**config.mk**
```make
export PLATFORM = sky130hd
export DESIGN_NAME = load_store_unit_flat
export DESIGN_NICKNAME = d
export VERILOG_FILES = /design/src/rtl/load_store_unit_pkg.sv /design/src/rtl/load_store_unit_if.sv /design/src/rtl/load_store_unit_load_align.sv /design/src/rtl/load_store_unit.sv /design/src/flat_wrapper.sv
export SDC_FILE = /design/constraint.sdc
export NUM_CORES = 1
export LEC_CHECK = 0
export BUFFER_PORTS_ARGS = -buffer_cell sky130_fd_sc_hd__clkbuf_2
export CORE_MARGIN = 4
export CORE_UTILIZATION = 50
export CTS_CLUSTER_SIZE = 10
export DETAILED_ROUTE_END_ITERATION = 10
export PLACE_DENSITY = 0.9
export SLEW_MARGIN = 20
export SYNTH_ARGS = -nofsm -noshare
export SYNTH_HDL_FRONTEND = slang
export SYNTH_HIERARCHICAL = 1
export SYNTH_SLANG_ARGS = --single-unit
```
**constraint.sdc**
```tcl
create_clock -name clk -period 2.4 [get_ports clk]
set_input_delay 0.36 -clock clk [delete_from_list [all_inputs] [get_ports clk]]
set_output_delay 0.36 -clock clk [all_outputs]
set_load 0.005 [all_outputs]
```
**src/rtl/load_store_unit_pkg.sv**
```systemverilog
`default_nettype none
// ============================================================================
// Module      : load_store_unit_pkg
// Description : Shared constants for the load/store unit and the data memory.
//               Holds the RV32I funct3 width codes, the RAM window and the ROM
//               word addresses, the FSM state type and lane helpers.
// Revision    : 1.0 - initial release
// ============================================================================
package load_store_unit_pkg;

  localparam logic [2:0] F3_LB  = 3'b000;
  localparam logic [2:0] F3_LH  = 3'b001;
  localparam logic [2:0] F3_LW  = 3'b010;
  localparam logic [2:0] F3_LBU = 3'b100;
  localparam logic [2:0] F3_LHU = 3'b101;
  localparam logic [2:0] F3_SB  = 3'b000;
  localparam logic [2:0] F3_SH  = 3'b001;
  localparam logic [2:0] F3_SW  = 3'b010;

  localparam logic [31:0] RAM_BASE  = 32'h8000_0000;
  localparam logic [31:0] RAM_SIZE  = 32'h0000_1000;
  localparam logic [31:0] ROM_WORD0 = 32'h0010_0000;
  localparam logic [31:0] ROM_WORD1 = 32'h0010_0004;

  typedef enum logic [1:0] {
    IDLE    = 2'd0,
    ISSUE   = 2'd1,
    CAPTURE = 2'd2,
    RESP    = 2'd3
  } lsuState_t;

  // size is funct3[1:0]: 00 byte, 01 half, otherwise word
  function automatic logic [3:0] byteSelect(input logic [1:0] size, input logic [1:0] offset);
    case (size)
      2'b00:   return 4'b0001 << offset;
      2'b01:   return 4'b0011 << offset;
      default: return 4'b1111;
    endcase
  endfunction

  // Right-aligned store data is copied to every lane so the byte selects
  // alone decide which bytes land in memory.
  function automatic logic [31:0] laneReplicate(input logic [1:0] size, input logic [31:0] data);
    case (size)
      2'b00:   return {4{data[7:0]}};
      2'b01:   return {2{data[15:0]}};
      default: return data;
    endcase
  endfunction

endpackage
`default_nettype wire

```
**src/rtl/load_store_unit_if.sv**
```systemverilog
`default_nettype none
// ============================================================================
// Module      : load_store_unit_if
// Description : Core-side request/response bundle of the load/store unit.
//               master : core (drives req*, receives reqReady and resp*)
//               slave  : load/store unit
// Revision    : 1.0 - initial release
// ============================================================================
interface load_store_unit_if;
  logic        reqValid;
  logic        reqReady;
  logic        reqWrite;
  logic [2:0]  reqFunct3;
  logic [31:0] reqAddr;
  logic [31:0] reqWdata;
  logic        respValid;
  logic [31:0] respRdata;
  logic        respMisaligned;
  logic        respFault;

  modport master (
    output reqValid, reqWrite, reqFunct3, reqAddr, reqWdata,
    input  reqReady, respValid, respRdata, respMisaligned, respFault
  );

  modport slave (
    input  reqValid, reqWrite, reqFunct3, reqAddr, reqWdata,
    output reqReady, respValid, respRdata, respMisaligned, respFault
  );
endinterface
`default_nettype wire

```
**src/rtl/load_store_unit_load_align.sv**
```systemverilog
`default_nettype none
// ============================================================================
// Module      : lsu_load_align
// Description : Combinational lane extraction and sign/zero extension of a
//               loaded memory word.
//   memData  : full 32-bit word returned by the memory
//   offset   : byte offset of the access (addr[1:0])
//   funct3   : load width code
//   loadData : right-aligned, extended load result (0 for unknown codes)
// Revision    : 1.0 - initial release
// ============================================================================
module lsu_load_align
  import load_store_unit_pkg::*;
(
  input  logic [31:0] memData,
  input  logic [1:0]  offset,
  input  logic [2:0]  funct3,
  output logic [31:0] loadData
);

  logic [31:0] w_shifted;

  always_comb begin
    w_shifted = memData >> {offset, 3'b000};
    loadData  = 32'h0;
    case (funct3)
      F3_LB:   loadData = {{24{w_shifted[7]}}, w_shifted[7:0]};
      F3_LH:   loadData = {{16{w_shifted[15]}}, w_shifted[15:0]};
      F3_LW:   loadData = memData;
      F3_LBU:  loadData = {24'h0, w_shifted[7:0]};
      F3_LHU:  loadData = {16'h0, w_shifted[15:0]};
      default: loadData = 32'h0;
    endcase
  end

endmodule
`default_nettype wire

```
**src/rtl/load_store_unit.sv**
```systemverilog
`default_nettype none
// ============================================================================
// Module      : load_store_unit
// Description : RV32I load/store unit. Accepts one request at a time, checks
//               alignment and address map, issues a single memory access and
//               returns a one-cycle response.
//   clk, rst           : clock, synchronous active-high reset
//   lsu (slave)        : core request/response bundle
//   memReadEnable ...  : memory-side controls, non-zero only in ISSUE
//   memDataOut         : memory read data, valid one edge after memReadEnable
// Revision    : 1.0 - initial release
// ============================================================================
module load_store_unit
  import load_store_unit_pkg::*;
(
  input  logic              clk,
  input  logic              rst,
  load_store_unit_if.slave  lsu,
  output logic              memReadEnable,
  output logic              memWriteEnable,
  output logic [3:0]        memReadByteSelect,
  output logic [3:0]        memWriteByteSelect,
  output logic [2:0]        memLoadSelect,
  output logic [31:0]       memAddress,
  output logic [31:0]       memDataIn,
  input  logic [31:0]       memDataOut
);

  lsuState_t   r_state;
  logic        r_write;
  logic [2:0]  r_funct3;
  logic [1:0]  r_addrLow;
  logic        r_reqReady;
  logic        r_respValid;
  logic [31:0] r_respRdata;
  logic        r_respMisaligned;
  logic        r_respFault;
  logic        r_memRe;
  logic        r_memWe;
  logic [3:0]  r_memRsel;
  logic [3:0]  r_memWsel;
  logic [2:0]  r_memLoadSel;
  logic [31:0] r_memAddr;
  logic [31:0] r_memDin;

  logic        w_accept;
  logic        w_legal;
  logic [1:0]  w_size;
  logic        w_misaligned;
  logic        w_inRam;
  logic        w_isRom;
  logic        w_fault;
  logic [3:0]  w_sel;
  logic [31:0] w_loadData;

  // Request checks operate on the live request so the accept edge already
  // knows whether to issue or to go straight to the response.
  always_comb begin
    w_accept = lsu.reqValid && r_reqReady;
    w_size   = lsu.reqFunct3[1:0];
    if (lsu.reqWrite)
      w_legal = (lsu.reqFunct3 == F3_SB) || (lsu.reqFunct3 == F3_SH) || (lsu.reqFunct3 == F3_SW);
    else
      w_legal = (lsu.reqFunct3 == F3_LB) || (lsu.reqFunct3 == F3_LH) || (lsu.reqFunct3 == F3_LW) ||
                (lsu.reqFunct3 == F3_LBU) || (lsu.reqFunct3 == F3_LHU);
    w_misaligned = w_legal && (((w_size == 2'b01) && lsu.reqAddr[0]) ||
                               ((w_size == 2'b10) && (lsu.reqAddr[1:0] != 2'b00)));
    // Unsigned wrap makes addresses below RAM_BASE land far above RAM_SIZE.
    w_inRam = (lsu.reqAddr - RAM_BASE) < RAM_SIZE;
    w_isRom = (lsu.reqAddr == ROM_WORD0) || (lsu.reqAddr == ROM_WORD1);
    w_fault = !w_legal || !(w_inRam || w_isRom) ||
              (w_isRom && (lsu.reqWrite || (lsu.reqFunct3 != F3_LW)));
    w_sel   = byteSelect(w_size, lsu.reqAddr[1:0]);
  end

  lsu_load_align u_align (
    .memData  (memDataOut),
    .offset   (r_addrLow),
    .funct3   (r_funct3),
    .loadData (w_loadData)
  );

  always_ff @(posedge clk) begin
    if (rst) begin
      r_state          <= IDLE;
      r_write          <= 1'b0;
      r_funct3         <= 3'b000;
      r_addrLow        <= 2'b00;
      r_reqReady       <= 1'b1;
      r_respValid      <= 1'b0;
      r_respRdata      <= 32'h0;
      r_respMisaligned <= 1'b0;
      r_respFault      <= 1'b0;
      r_memRe          <= 1'b0;
      r_memWe          <= 1'b0;
      r_memRsel        <= 4'h0;
      r_memWsel        <= 4'h0;
      r_memLoadSel     <= 3'b000;
      r_memAddr        <= 32'h0;
      r_memDin         <= 32'h0;
    end else begin
      case (r_state)
        IDLE: begin
          if (w_accept) begin
            r_write    <= lsu.reqWrite;
            r_funct3   <= lsu.reqFunct3;
            r_addrLow  <= lsu.reqAddr[1:0];
            r_reqReady <= 1'b0;
            if (w_misaligned || w_fault) begin
              r_state          <= RESP;
              r_respValid      <= 1'b1;
              r_respRdata      <= 32'h0;
              r_respMisaligned <= w_misaligned;
              r_respFault      <= !w_misaligned;
            end else begin
              // Memory controls are loaded here so they are live for
              // exactly the ISSUE cycle.
              r_state      <= ISSUE;
              r_memRe      <= !lsu.reqWrite;
              r_memWe      <= lsu.reqWrite;
              r_memRsel    <= lsu.reqWrite ? 4'h0 : w_sel;
              r_memWsel    <= lsu.reqWrite ? w_sel : 4'h0;
              r_memLoadSel <= lsu.reqFunct3;
              r_memAddr    <= lsu.reqAddr;
              r_memDin     <= lsu.reqWrite ? laneReplicate(w_size, lsu.reqWdata) : 32'h0;
            end
          end
        end
        ISSUE: begin
          r_memRe      <= 1'b0;
          r_memWe      <= 1'b0;
          r_memRsel    <= 4'h0;
          r_memWsel    <= 4'h0;
          r_memLoadSel <= 3'b000;
          r_memAddr    <= 32'h0;
          r_memDin     <= 32'h0;
          if (r_write) begin
            r_state          <= RESP;
            r_respValid      <= 1'b1;
            r_respRdata      <= 32'h0;
            r_respMisaligned <= 1'b0;
            r_respFault      <= 1'b0;
          end else begin
            r_state <= CAPTURE;
          end
        end
        CAPTURE: begin
          r_state          <= RESP;
          r_respValid      <= 1'b1;
          r_respRdata      <= w_loadData;
          r_respMisaligned <= 1'b0;
          r_respFault      <= 1'b0;
        end
        RESP: begin
          r_state          <= IDLE;
          r_reqReady       <= 1'b1;
          r_respValid      <= 1'b0;
          r_respRdata      <= 32'h0;
          r_respMisaligned <= 1'b0;
          r_respFault      <= 1'b0;
        end
        default: r_state <= IDLE;
      endcase
    end
  end

  assign lsu.reqReady       = r_reqReady;
  assign lsu.respValid      = r_respValid;
  assign lsu.respRdata      = r_respRdata;
  assign lsu.respMisaligned = r_respMisaligned;
  assign lsu.respFault      = r_respFault;

  assign memReadEnable      = r_memRe;
  assign memWriteEnable     = r_memWe;
  assign memReadByteSelect  = r_memRsel;
  assign memWriteByteSelect = r_memWsel;
  assign memLoadSelect      = r_memLoadSel;
  assign memAddress         = r_memAddr;
  assign memDataIn          = r_memDin;

endmodule
`default_nettype wire

```
**src/flat_wrapper.sv**
```systemverilog
// flat-port wrapper written by rule: the top's interface ports become plain ports
module load_store_unit_flat import load_store_unit_pkg::*;
  (clk, rst, memReadEnable, memWriteEnable, memReadByteSelect, memWriteByteSelect, memLoadSelect, memAddress, memDataIn, memDataOut, lsu_reqValid, lsu_reqWrite, lsu_reqFunct3, lsu_reqAddr, lsu_reqWdata, lsu_reqReady, lsu_respValid, lsu_respRdata, lsu_respMisaligned, lsu_respFault);
  load_store_unit_if lsu_i ();
  input  logic clk;
  input  logic rst;
  output logic memReadEnable;
  output logic memWriteEnable;
  output logic [3:0] memReadByteSelect;
  output logic [3:0] memWriteByteSelect;
  output logic [2:0] memLoadSelect;
  output logic [31:0] memAddress;
  output logic [31:0] memDataIn;
  input  logic [31:0] memDataOut;
  input wire logic [$bits(lsu_i.reqValid)-1:0] lsu_reqValid;
  input wire logic [$bits(lsu_i.reqWrite)-1:0] lsu_reqWrite;
  input wire logic [$bits(lsu_i.reqFunct3)-1:0] lsu_reqFunct3;
  input wire logic [$bits(lsu_i.reqAddr)-1:0] lsu_reqAddr;
  input wire logic [$bits(lsu_i.reqWdata)-1:0] lsu_reqWdata;
  output wire logic [$bits(lsu_i.reqReady)-1:0] lsu_reqReady;
  output wire logic [$bits(lsu_i.respValid)-1:0] lsu_respValid;
  output wire logic [$bits(lsu_i.respRdata)-1:0] lsu_respRdata;
  output wire logic [$bits(lsu_i.respMisaligned)-1:0] lsu_respMisaligned;
  output wire logic [$bits(lsu_i.respFault)-1:0] lsu_respFault;
  assign lsu_i.reqValid = lsu_reqValid;
  assign lsu_i.reqWrite = lsu_reqWrite;
  assign lsu_i.reqFunct3 = lsu_reqFunct3;
  assign lsu_i.reqAddr = lsu_reqAddr;
  assign lsu_i.reqWdata = lsu_reqWdata;
  assign lsu_reqReady = lsu_i.reqReady;
  assign lsu_respValid = lsu_i.respValid;
  assign lsu_respRdata = lsu_i.respRdata;
  assign lsu_respMisaligned = lsu_i.respMisaligned;
  assign lsu_respFault = lsu_i.respFault;
  load_store_unit u_core (.clk(clk), .rst(rst), .lsu(lsu_i), .memReadEnable(memReadEnable), .memWriteEnable(memWriteEnable), .memReadByteSelect(memReadByteSelect), .memWriteByteSelect(memWriteByteSelect), .memLoadSelect(memLoadSelect), .memAddress(memAddress), .memDataIn(memDataIn), .memDataOut(memDataOut));
endmodule
```
==> key figures, run 1 <==
Status
  – Status: finished, final reports clean

Timing
  – Final Slew Violations: 0
  – Setup TNS: 0 ns
  – Final hold violations: 0
  – Final Cycle Share: 89.6%
  – Setup ws final: 0.249 ns
  – Slew margin rel.: 53.2%
  – Count of final setup violators: 0
  – RSZ-0062 raised after global routing: false
  – Tmin final: 2.15 ns
  – Final Skew: about 0.010 ns
  – WHS: 0.173 ns
  – Slew @ Worst Pin: 0.697 ns
  – Highest Clock Rate: ~0.46 GHz

Hold path
  – Hold Crit Class: in -> reg

Synthesis
  – Syn Area/Cell: ~9.3 um2
  – #FFs+latches synth: 121
  – Syn Nets: 759
  – Post-synth EDFFs: 0
  – Synth Warn #: 6
  – Main synth FF type: dfxtp_1
  – Cell variety after synth: 54
  – Cell Area, Synth: a little over 0.006 mm2
  – Synth top area cells: dfxtp_1 40%, mux2i_1 14%, nand2_1 6.2%
  – Synth top area share: about two fifths
  – Seq/Total Area, Yosys: 40.1%
  – Post-synthesis async set-or-reset flop share: 0%
  – Yosys top cell by area: dfxtp_1
  – Post-Syn Instances: 651

Routing
  – Routed WL: 17.5 mm
  – Detail Route Antenna Nets: 0
  – Via/cell ratio: 5.57
  – Remaining DRCs: 0
  – Vias: around 5700
  – Starting DRT DRC Count: around 460
  – First drt pass iteration count: 5
  – WL/cell: 17.2 um

Clock network
  – # clock sinks: 121
  – Hold_buf cts: 0
  – TritonCTS Buffers: 17
  – CTS H-tree lvls: 4
  – Clk_lat worst skew: 0.42 ns
  – Clk pin slew, worst setup/hold paths: approximately 0.06 ns
  – CTS tree: yes
  – Number of gates resized after CTS: 0
  – CTS root buf: clkbuf_16
  – Max Buffers Root-to-Sink: 2

Power and ir drop
  – Internal: between 4 and 5 mW
  – Logic gate share of total power: 29.4%
  – P_sw: around 2.3 mW
  – Clock Power Share: 38.0%
  – Power Dens Cells: 890 mW/mm2
  – Overall power: about 7 mW
  – Leak: 3.76 nW
  – Worst vdd ir: approximately 0.81 mV
  – Sw frac: 33.2%
  – Seq pwr share: 32.6%

Die
  – Chip Height: 118 um
  – Core footprint: 0.0116 mm2
  – I/O Pins: 216
  – Initial Utilization: 52.0%
  – # rows: 39
  – Die Area: roughly 0.014 mm2
  – Die W: around 120 um

Finish
  – Final nets: 968
  – Layout cells sized above 1: 34.4%
  – Final Cell Area: 0.00791 mm2
  – Antenna cells: 0
  – Area Overhead vs Synth: 31.0%

Place
  – Number of buffers added on ports: 215
  – Dpl cell area: 0.00723 mm2
  – GPL Wtd Cong: 0.885
  – Dpl ws: between 0.06 and 0.07 ns
  – DP HPWL: between 10 and 15 mm

Setup path
  – Worst setup SP type: register
  – Max FO, Critical Path: 16
  – Worst Setup End Kind: register
  – WP data arrival: 2.49 ns
  – WS Path Type: reg -> reg
  – Worst Path Required: 2.74 ns

Global routing
  – Largest net degree at the start of global routing: 73
  – Total track usage: 24.8%
  – Initial antenna violation count: 0
  – Vias in the first global route: approximately 5700
  – Global-route wire length before repair: about 28 mm
  – Overflow after GRT: 0

Job
  – Max-cap violations: 0
-- layout by cell type, fill, tap and decap left out, types with 3 or more instances in the layout --
| master | count |
|---|---|
| nor2b_1 | 7 |
| o311ai_1 | 4 |
| a22o_1 | 5 |
| inv_6 | 5 |
| inv_1 | 17 |
| nand3b_1 | 39 |
| and2_1 | 19 |
| nor2_1 | 18 |
| clkbuf_2 | 215 |
| nand2_1 | 99 |
| dfxtp_1 | 121 |
| a211o_1 | 7 |
| inv_8 | 7 |
| nor4_1 | 7 |
| a22oi_1 | 4 |
| ha_1 | 5 |
| mux2_2 | 10 |
| o2bb2ai_1 | 27 |
| mux4_2 | 4 |
| buf_12 | 3 |
| o21ai_1 | 17 |
| a21oi_1 | 23 |
| o21ai_0 | 4 |
| nand2b_1 | 37 |
| clkbuf_16 | 17 |
| a32o_1 | 4 |
| mux2i_1 | 87 |
| nor3_1 | 3 |
| buf_4 | 23 |
-- worst paths after layout --
check / slack [ns] / to / cells past startpoint / start
max: 0.25 / u_core/memDataIn[26] / 8 / u_core/r_state[0]
min: 0.17 / u_core/memAddress[2] / 3 / lsu_reqAddr[2]
max reg2reg: 0.25 / u_core/memDataIn[26] / 8 / u_core/r_state[0]
min reg2reg: 0.46 / u_core/memDataIn[10] / 2 / u_core/memDataIn[10]
-- critical path: stages (launching register included) --
cell	delay (ns)
dfxtp_1	0.34
inv_1	0.16
ha_1	0.31
inv_1	0.12
a21oi_2	0.17
inv_1	0.08
a31oi_4	0.45
buf_4	0.30
o2bb2ai_1	0.14
-- registers in the layout, indices dropped and copies added, names as in the netlist --
name                       cells
u_core/r_addrLow               2
u_core/memDataIn              32
u_core/r_write                 1
u_core/memReadByteSelect       4
u_core/r_funct3                3
u_core/lsu.respValid           1
u_core/memWriteByteSelect      4
u_core/lsu.respRdata          32
u_core/memWriteEnable          1
u_core/r_state                 2
u_core/memLoadSelect           3
u_core/lsu.respMisaligned      1
u_core/lsu.respFault           1
u_core/lsu.reqReady            1
u_core/memReadEnable           1
u_core/memAddress             32
-- per-layer routing --
layer  share of wire [%]  GRT usage, %
met5                   0             0
met3                 9.0          8.17
met2                  47          39.3
met4                 2.2          11.3
met1                  42          30.6
-- final cells by class --
type,count,area (um2)
Tap cell,143,179
Fill cell,849,3710
Timing Repair Buffer,241,1310
Clock inverter,15,191
Sequential cell,121,2420
Clock buffer,17,425
Inverter,17,63.8
Multi-Input combinational cell,462,3310
-- cells in the mapped netlist, types with 4 or more instances --
cell type / n
a22o_1: 5
mux2i_1: 87
nand2b_1: 37
buf_2: 16
mux2_2: 10
and2_1: 19
mux4_2: 4
o21ai_1: 17
a32o_1: 4
o2bb2ai_1: 27
nand2_1: 99
dfxtp_1: 121
a21oi_1: 24
nor4_1: 7
inv_1: 17
o311ai_1: 4
nand3b_1: 39
a22oi_1: 4
o21ai_0: 4
buf_6: 6
clkbuf_1: 24
nor2b_1: 7
nor2_1: 18
a211o_1: 7
ha_1: 5
-- power by group through the flow --
| stage | combinational, mW | clock (mW) | sequential, mW |
|---|---|---|---|
| final | 2.07 | 2.67 | 2.29 |
| after global routing | 2.23 | 2.81 | 2.31 |
| after CTS | 1.92 | 2.71 | 2.29 |
| after detailed placement | 1.90 | 0 | 2.33 |
| after global placement | 1.86 | 0 | 2.32 |
| after floorplan | 1.42 | 0 | 2.29 |
-- cell families (layout without fill, tap and decap cells) --
kind of cell             count (synthesis)  in the layout  synth area share [%]
AND/OR/NAND/NOR                        244            244                  21.6
multiplexers                           102            102                  18.2
flip-flops                             121            121                  40.1
AO/OA/AOI/OAI                          111            111                  13.5
adder cells (fa/ha/maj)                  5              5                  1.04
buffers and inverters                   68            290                  5.49
-- metrics by stage --
stage	utilization, %	instances
global placement	62.3	980
finish	68.1	1016
detailed placement	62.3	980
CTS	67.6	1012
floorplan	-	651
global route	68.1	1016
-- what timing repair did --
item,CTS,global route
buffers inserted,0,4
setup endpoints to repair,0,23
hold endpoints to repair,0,0
Power figures use the tool's default switching activity.
==> inputs of run 2 (changes only) <==
--- a/config.mk
+++ b/config.mk
@@ -10,7 +10,7 @@
 export CORE_UTILIZATION = 50
 export CTS_CLUSTER_SIZE = 10
 export DETAILED_ROUTE_END_ITERATION = 10
-export PLACE_DENSITY = 0.9
+export PLACE_DENSITY = 0.81
 export SLEW_MARGIN = 20
 export SYNTH_ARGS = -nofsm -noshare
 export SYNTH_HDL_FRONTEND = slang
==> key figures, run 2 (synthesis results as in run 1) <==
Power and ir drop
  – Power Dens Cells: 865 mW/mm2 (-2.8%)
  – Leak: 3.68 nW (-2.0%)
  – Worst vdd ir: 0.579 mV (-29%)

Timing
  – Setup TNS: 0 ns (unchanged)
  – Slew @ Worst Pin: 0.600 ns (-0.0966 ns)
  – WHS: 0.184 ns (+0.0108 ns)
  – Final Skew: 0.00693 ns (-0.00354 ns)
  – Tmin final: 2.18 ns (+0.0257 ns)
  – Slew margin rel.: 59.7% (+6.5 points)
  – Count of final setup violators: 0 (unchanged)
  – Final hold violations: 0 (unchanged)
  – Final Slew Violations: 0 (unchanged)
  – RSZ-0062 raised after global routing: false
  – Highest Clock Rate: 0.459 GHz (-1.2%)
  – Final Cycle Share: 90.7% (+1.1 points)

Routing
  – Via/cell ratio: 5.44 (-2.3%)
  – Vias: 5479 (-3.2%)
  – Remaining DRCs: 0 (unchanged)
  – Routed WL: 16.9 mm (-3.5%)
  – Detail Route Antenna Nets: 0 (unchanged)
  – Starting DRT DRC Count: 373 (-20%)
  – WL/cell: 16.8 um (-2.6%)
  – First drt pass iteration count: 5 (unchanged)

Setup path
  – CP delay by family, top: buffers and inverters
  – Crit path cell chain: inv_1, ha_1, inv_1, a21oi_1, a21o_1, a31oi_4, buf_6, mux2i_1
  – CP peak stage delay: 0.40 ns (-0.05 ns)
  – Critical path's most frequent cell: inv_1
  – WS Path Type: reg -> reg
  – Worst Setup End Kind: register
  – Max FO, Critical Path: 32 (+16)
  – Worst Path Required: 2.74 ns (about the same)
  – WP data arrival: 2.52 ns (+0.03 ns)
  – WP buf/inv: 3 (-1)
  – Worst setup SP type: register
  – CP max-delay cell: dfxtp_1

Global routing
  – Total track usage: 24.4% (-0.42 points)
  – Global-route wire length before repair: 27.9 mm (-1.9%)
  – Overflow after GRT: 0 (unchanged)
  – Largest net degree at the start of global routing: 67 (-8.2%)
  – Vias in the first global route: 5506 (-2.7%)
  – Initial antenna violation count: 0 (unchanged)

Die
  – I/O Pins: 216 (unchanged)
  – Die W: 118 um (unchanged)
  – Initial Utilization: 52.0% (unchanged)
  – # rows: 39 (unchanged)
  – Core footprint: 0.0116 mm2 (unchanged)
  – Chip Height: 118 um (unchanged)
  – Die Area: 0.0139 mm2 (unchanged)

Finish
  – Area of the multi-input gates: 0.00331 mm2 (unchanged)
  – Antenna cells: 0 (unchanged)
  – Final nets: 959 (-0.93%)
  – Util after Layout: 67.2% (-0.86 points)
  – Commonest non-fill, non-tap cell in the layout: clkbuf_2
  – Layout cells sized above 1: 33.7% (-0.68 points)
  – Highest-count cells in the layout ignoring fill and taps: 215 x clkbuf_2, 121 x dfxtp_1, 99 x nand2_1
  – Filler cells: 942 (+11%)
  – Area Overhead vs Synth: 29.3%
  – Final Cell Area: 0.00780 mm2 (-1.3%)
  – Reg area: 0.00242 mm2 (unchanged)

Clock network
  – Max Buffers Root-to-Sink: 2 (unchanged)
  – Clk pin slew, worst setup/hold paths: 0.06 ns (about the same)
  – Hold_buf cts: 0 (unchanged)
  – # clock sinks: 121 (unchanged)
  – CTS tree: yes
  – # Post-CTS Setup Buffers: 0 (unchanged)
  – CTS H-tree lvls: 4 (unchanged)
  – TritonCTS Buffers: 17 (unchanged)
  – CTS root buf: clkbuf_16
  – Clk_lat worst skew: 0.41 ns (about the same)

Job
  – Max-cap violations: 0 (unchanged)

Place
  – GPL Wtd Cong: 0.850 (-4.0%)
  – Dpl cell area: 0.00720 mm2 (-0.52%)
  – Number of buffers added on ports: 215 (unchanged)
  – DP HPWL: 12.2 mm (-3.2%)

Hold path
  – Hold Crit Class: in -> reg

Status
  – Status: finished, final reports clean
run 2: changes by cell type in the layout (fill, tap and decap cells not counted), moves of 2 or more:
cell,previous run,this run
clkinvlp_4,0,4
clkbuf_8,0,3
buf_4,23,15
inv_8,7,0
buf_12,3,1
inv_6,5,3
run 2: worst paths after layout:
check                             from                  endpoint  slack, ns  depth (start not counted)
setup reg to reg     u_core/r_state[1]  u_core/lsu.respRdata[24]       0.22                          8
hold / removal          lsu_reqAddr[8]      u_core/memAddress[8]       0.18                          3
setup / recovery     u_core/r_state[1]  u_core/lsu.respRdata[24]       0.22                          8
hold reg to reg   u_core/memDataIn[13]      u_core/memDataIn[13]       0.46                          2
run 2: power by group:
group / switching, mW / total, mW / internal [mW]
logic: 1.08 / 1.90 / 0.822
registers: 0.120 / 2.28 / 2.15
clock network: 0.959 / 2.58 / 1.62
run 2: area by class of cell:
cell class | count | share of cell area, %
multi-input combinational | 462 | 42.5
sequential | 121 | 31.0
timing repair buffer | 232 | 15.6
clock buffer | 20 | 5.98
tap | 143 | 2.29
clock inverter | 12 | 1.78
inverter | 17 | 0.818
run 2: metal layers:
layer  up-vias  part of all wire [%]  track usage, %  wire length, um
met4         0                   2.0            9.23              335
met1      2539                    43            30.8             7350
met2       222                    47            39.0             7870
met3        26                   8.0            7.54             1350
li1       2692                     -               -                -
met5         -                     0               0                0
run 2: through the flow:
| step | total power [mW] | setup WS, ns | instances |
|---|---|---|---|
| 2_1_floorplan | 3.70 | 0.537 | 651 |
| 3_3_place_gp | 4.16 | 0.205 | 975 |
| 4_1_cts | 6.78 | 0.104 | 1007 |
| 6_report | 6.75 | 0.223 | 1007 |
| 3_5_place_dp | 4.19 | 0.129 | 975 |
| 5_1_grt | 7.09 | 0.0526 | 1007 |
run 2: worst min-delay path, cell delays in order:
cell and delay, ns:
clkbuf_2 0.09, nand2_1 0.05, mux2i_1 0.05
run 2: timing repair:
action / in CTS / in global routing
endpoints found under the hold margin: 0 / 0
setup endpoints to repair: 0 / 31
resized for setup: 0 / 1
==> inputs of run 3 (changes only) <==
--- a/config.mk
+++ b/config.mk
@@ -10,6 +10,7 @@
 export CORE_UTILIZATION = 50
 export CTS_CLUSTER_SIZE = 10
 export DETAILED_ROUTE_END_ITERATION = 10
+export MAX_ROUTING_LAYER = met4
 export PLACE_DENSITY = 0.81
 export SLEW_MARGIN = 20
 export SYNTH_ARGS = -nofsm -noshare
==> key figures, run 3 (synthesis results as in run 1) <==
Setup path
  – Crit path cell chain: inv_1, ha_1, inv_1, a21oi_1, a21o_1, a31oi_4, buf_6, mux2i_1
  – Worst Setup End Kind: register
  – CP delay by family, top: buffers and inverters
  – Worst setup SP type: register
  – Worst Path Required: 2.74 ns (about the same)
  – WP buf/inv: 3 (unchanged)
  – WP data arrival: 2.52 ns (about the same)
  – CP max-delay cell: dfxtp_1
  – Critical path's most frequent cell: inv_1
  – WS Path Type: reg -> reg
  – Max FO, Critical Path: 32 (unchanged)
  – CP peak stage delay: 0.40 ns (about the same)

Global routing
  – Initial antenna violation count: 0 (unchanged)
  – Met1 Usage GRT: 31.5% (+0.63 points)
  – Total track usage: 25.1% (+0.70 points)
  – Global-route wire length before repair: 27.9 mm (-0.17%)
  – Largest net degree at the start of global routing: 67 (unchanged)
  – Met3 Usage GRT: 6.44% (-1.1 points)
  – Vias in the first global route: 5517 (+0.20%)
  – Overflow after GRT: 0 (unchanged)
  – Global-route met2 utilization: 39.0% (unchanged)
  – GR peak layer: met2

Timing
  – Tmin final: 2.18 ns (-0.00120 ns)
  – Highest Clock Rate: 0.460 GHz (about the same)
  – Count of final setup violators: 0 (unchanged)
  – Final hold violations: 0 (unchanged)
  – RSZ-0062 raised after global routing: false
  – Final Cycle Share: 90.7% (about the same)
  – Setup TNS: 0 ns (unchanged)
  – Final Skew: 0.00655 ns (-0.000386 ns)
  – Final Slew Violations: 0 (unchanged)
  – Slew @ Worst Pin: 0.607 ns (+0.00631 ns)
  – Slew margin rel.: 59.6% (-0.11 points)

Power and ir drop
  – Power Dens Cells: 865 mW/mm2 (about the same)
  – Leak: 3.68 nW (unchanged)
  – Overall power: 6.75 mW (about the same)
  – Worst vdd ir: 0.580 mV (+0.12%)

Routing
  – WL/cell: 16.8 um (-0.17%)
  – Remaining DRCs: 0 (unchanged)
  – Routed WL: 16.9 mm (-0.17%)
  – Via/cell ratio: 5.43 (-0.20%)
  – Starting DRT DRC Count: 444 (+19%)
  – Vias: 5468 (-0.20%)
  – Detail Route Antenna Nets: 0 (unchanged)
  – First drt pass iteration count: 7 (+2)

Clock network
  – CTS root buf: clkbuf_16
  – CTS H-tree lvls: 4 (unchanged)
  – CTS tree: yes
  – Max Buffers Root-to-Sink: 2 (unchanged)
  – Clk_lat worst skew: 0.41 ns (about the same)
  – Clk pin slew, worst setup/hold paths: 0.06 ns (about the same)
  – TritonCTS Buffers: 17 (unchanged)
  – # clock sinks: 121 (unchanged)

Finish
  – Area Overhead vs Synth: 29.3% (unchanged)
  – Filler cells: 942 (unchanged)
  – Antenna cells: 0 (unchanged)
  – Commonest non-fill, non-tap cell in the layout: clkbuf_2
  – Util after Layout: 67.2% (unchanged)
  – Layout cells sized above 1: 33.7% (unchanged)
  – Final nets: 959 (unchanged)
  – Highest-count cells in the layout ignoring fill and taps: 215 x clkbuf_2, 121 x dfxtp_1, 99 x nand2_1
  – Reg area: 0.00242 mm2 (unchanged)
  – Final Cell Area: 0.00780 mm2 (unchanged)
  – Area of the multi-input gates: 0.00331 mm2 (unchanged)

Place
  – DP HPWL: 12.2 mm (unchanged)
  – GPL Wtd Cong: 0.863 (+1.6%)
  – Number of buffers added on ports: 215 (unchanged)
  – Dpl cell area: 0.00720 mm2 (unchanged)

Die
  – Die W: 118 um (unchanged)
  – # rows: 39 (unchanged)
  – Chip Height: 118 um (unchanged)
  – Initial Utilization: 52.0% (unchanged)
  – Core footprint: 0.0116 mm2 (unchanged)
  – I/O Pins: 216 (unchanged)
  – Die Area: 0.0139 mm2 (unchanged)

Hold path
  – Hold Crit Class: in -> reg

Job
  – Max-cap violations: 0 (unchanged)

Status
  – Status: finished, final reports clean
[run 3: cell counts in the layout (fill, tap and decap cells not counted)]
Identical to the previous run, type by type.
[run 3: power by group]
group | switching (mW) | leakage, nW | internal, mW
clock | 0.955 | 0.286 | 1.62
sequential | 0.121 | 0.977 | 2.15
combinational | 1.08 | 2.42 | 0.822
[run 3: timing repair]
action                     in CTS  in global routing
hold buffers                    0                  0
setup endpoints to repair       0                 31
setup buffers                   0                  0
resized for setup               0                  1
[run 3: metal layers]
layer | up-vias | part of all wire, %
li1 | 2692 | -
met1 | 2534 | 44
met2 | 214 | 47
met3 | 28 | 7.1
met4 | 0 | 1.9
met5 | - | 0
[run 3: final timing paths]
kind	slack (ns)	depth (start not counted)	endpoint	from
worst max register to register	0.22	8	u_core/lsu.respRdata[24]	u_core/r_state[1]
worst min register to register	0.46	2	u_core/memDataIn[13]	u_core/memDataIn[13]
worst min-delay path	0.18	3	u_core/memAddress[9]	lsu_reqAddr[9]
worst max-delay path	0.22	8	u_core/lsu.respRdata[24]	u_core/r_state[1]
[run 3: metrics by stage]
step | std cells | setup WS, ns | hold WS, ns
floorplan | 651 | 0.537 | 0.433
global placement | 975 | 0.205 | 0.443
detailed placement | 975 | 0.129 | 0.445
CTS | 1007 | 0.104 | 0.165
global route | 1007 | 0.0528 | 0.188
finish | 1007 | 0.224 | 0.185
[run 3: layout make-up]
type,count,area share (%)
Clock buffer,20,5.98
Clock inverter,12,1.78
Inverter,17,0.818
Multi-Input combinational cell,462,42.5
Sequential cell,121,31.0
Tap cell,143,2.29
Timing Repair Buffer,232,15.6
[run 3: worst reg2reg max path: cells and delay by family, from the launching register on]
kind / cells / cell delay (ns)
fa+ha+maj: 1 / 0.27
compound gates: 3 / 0.55
flops: 1 / 0.40
buf+inv: 3 / 0.63
mux: 1 / 0.26
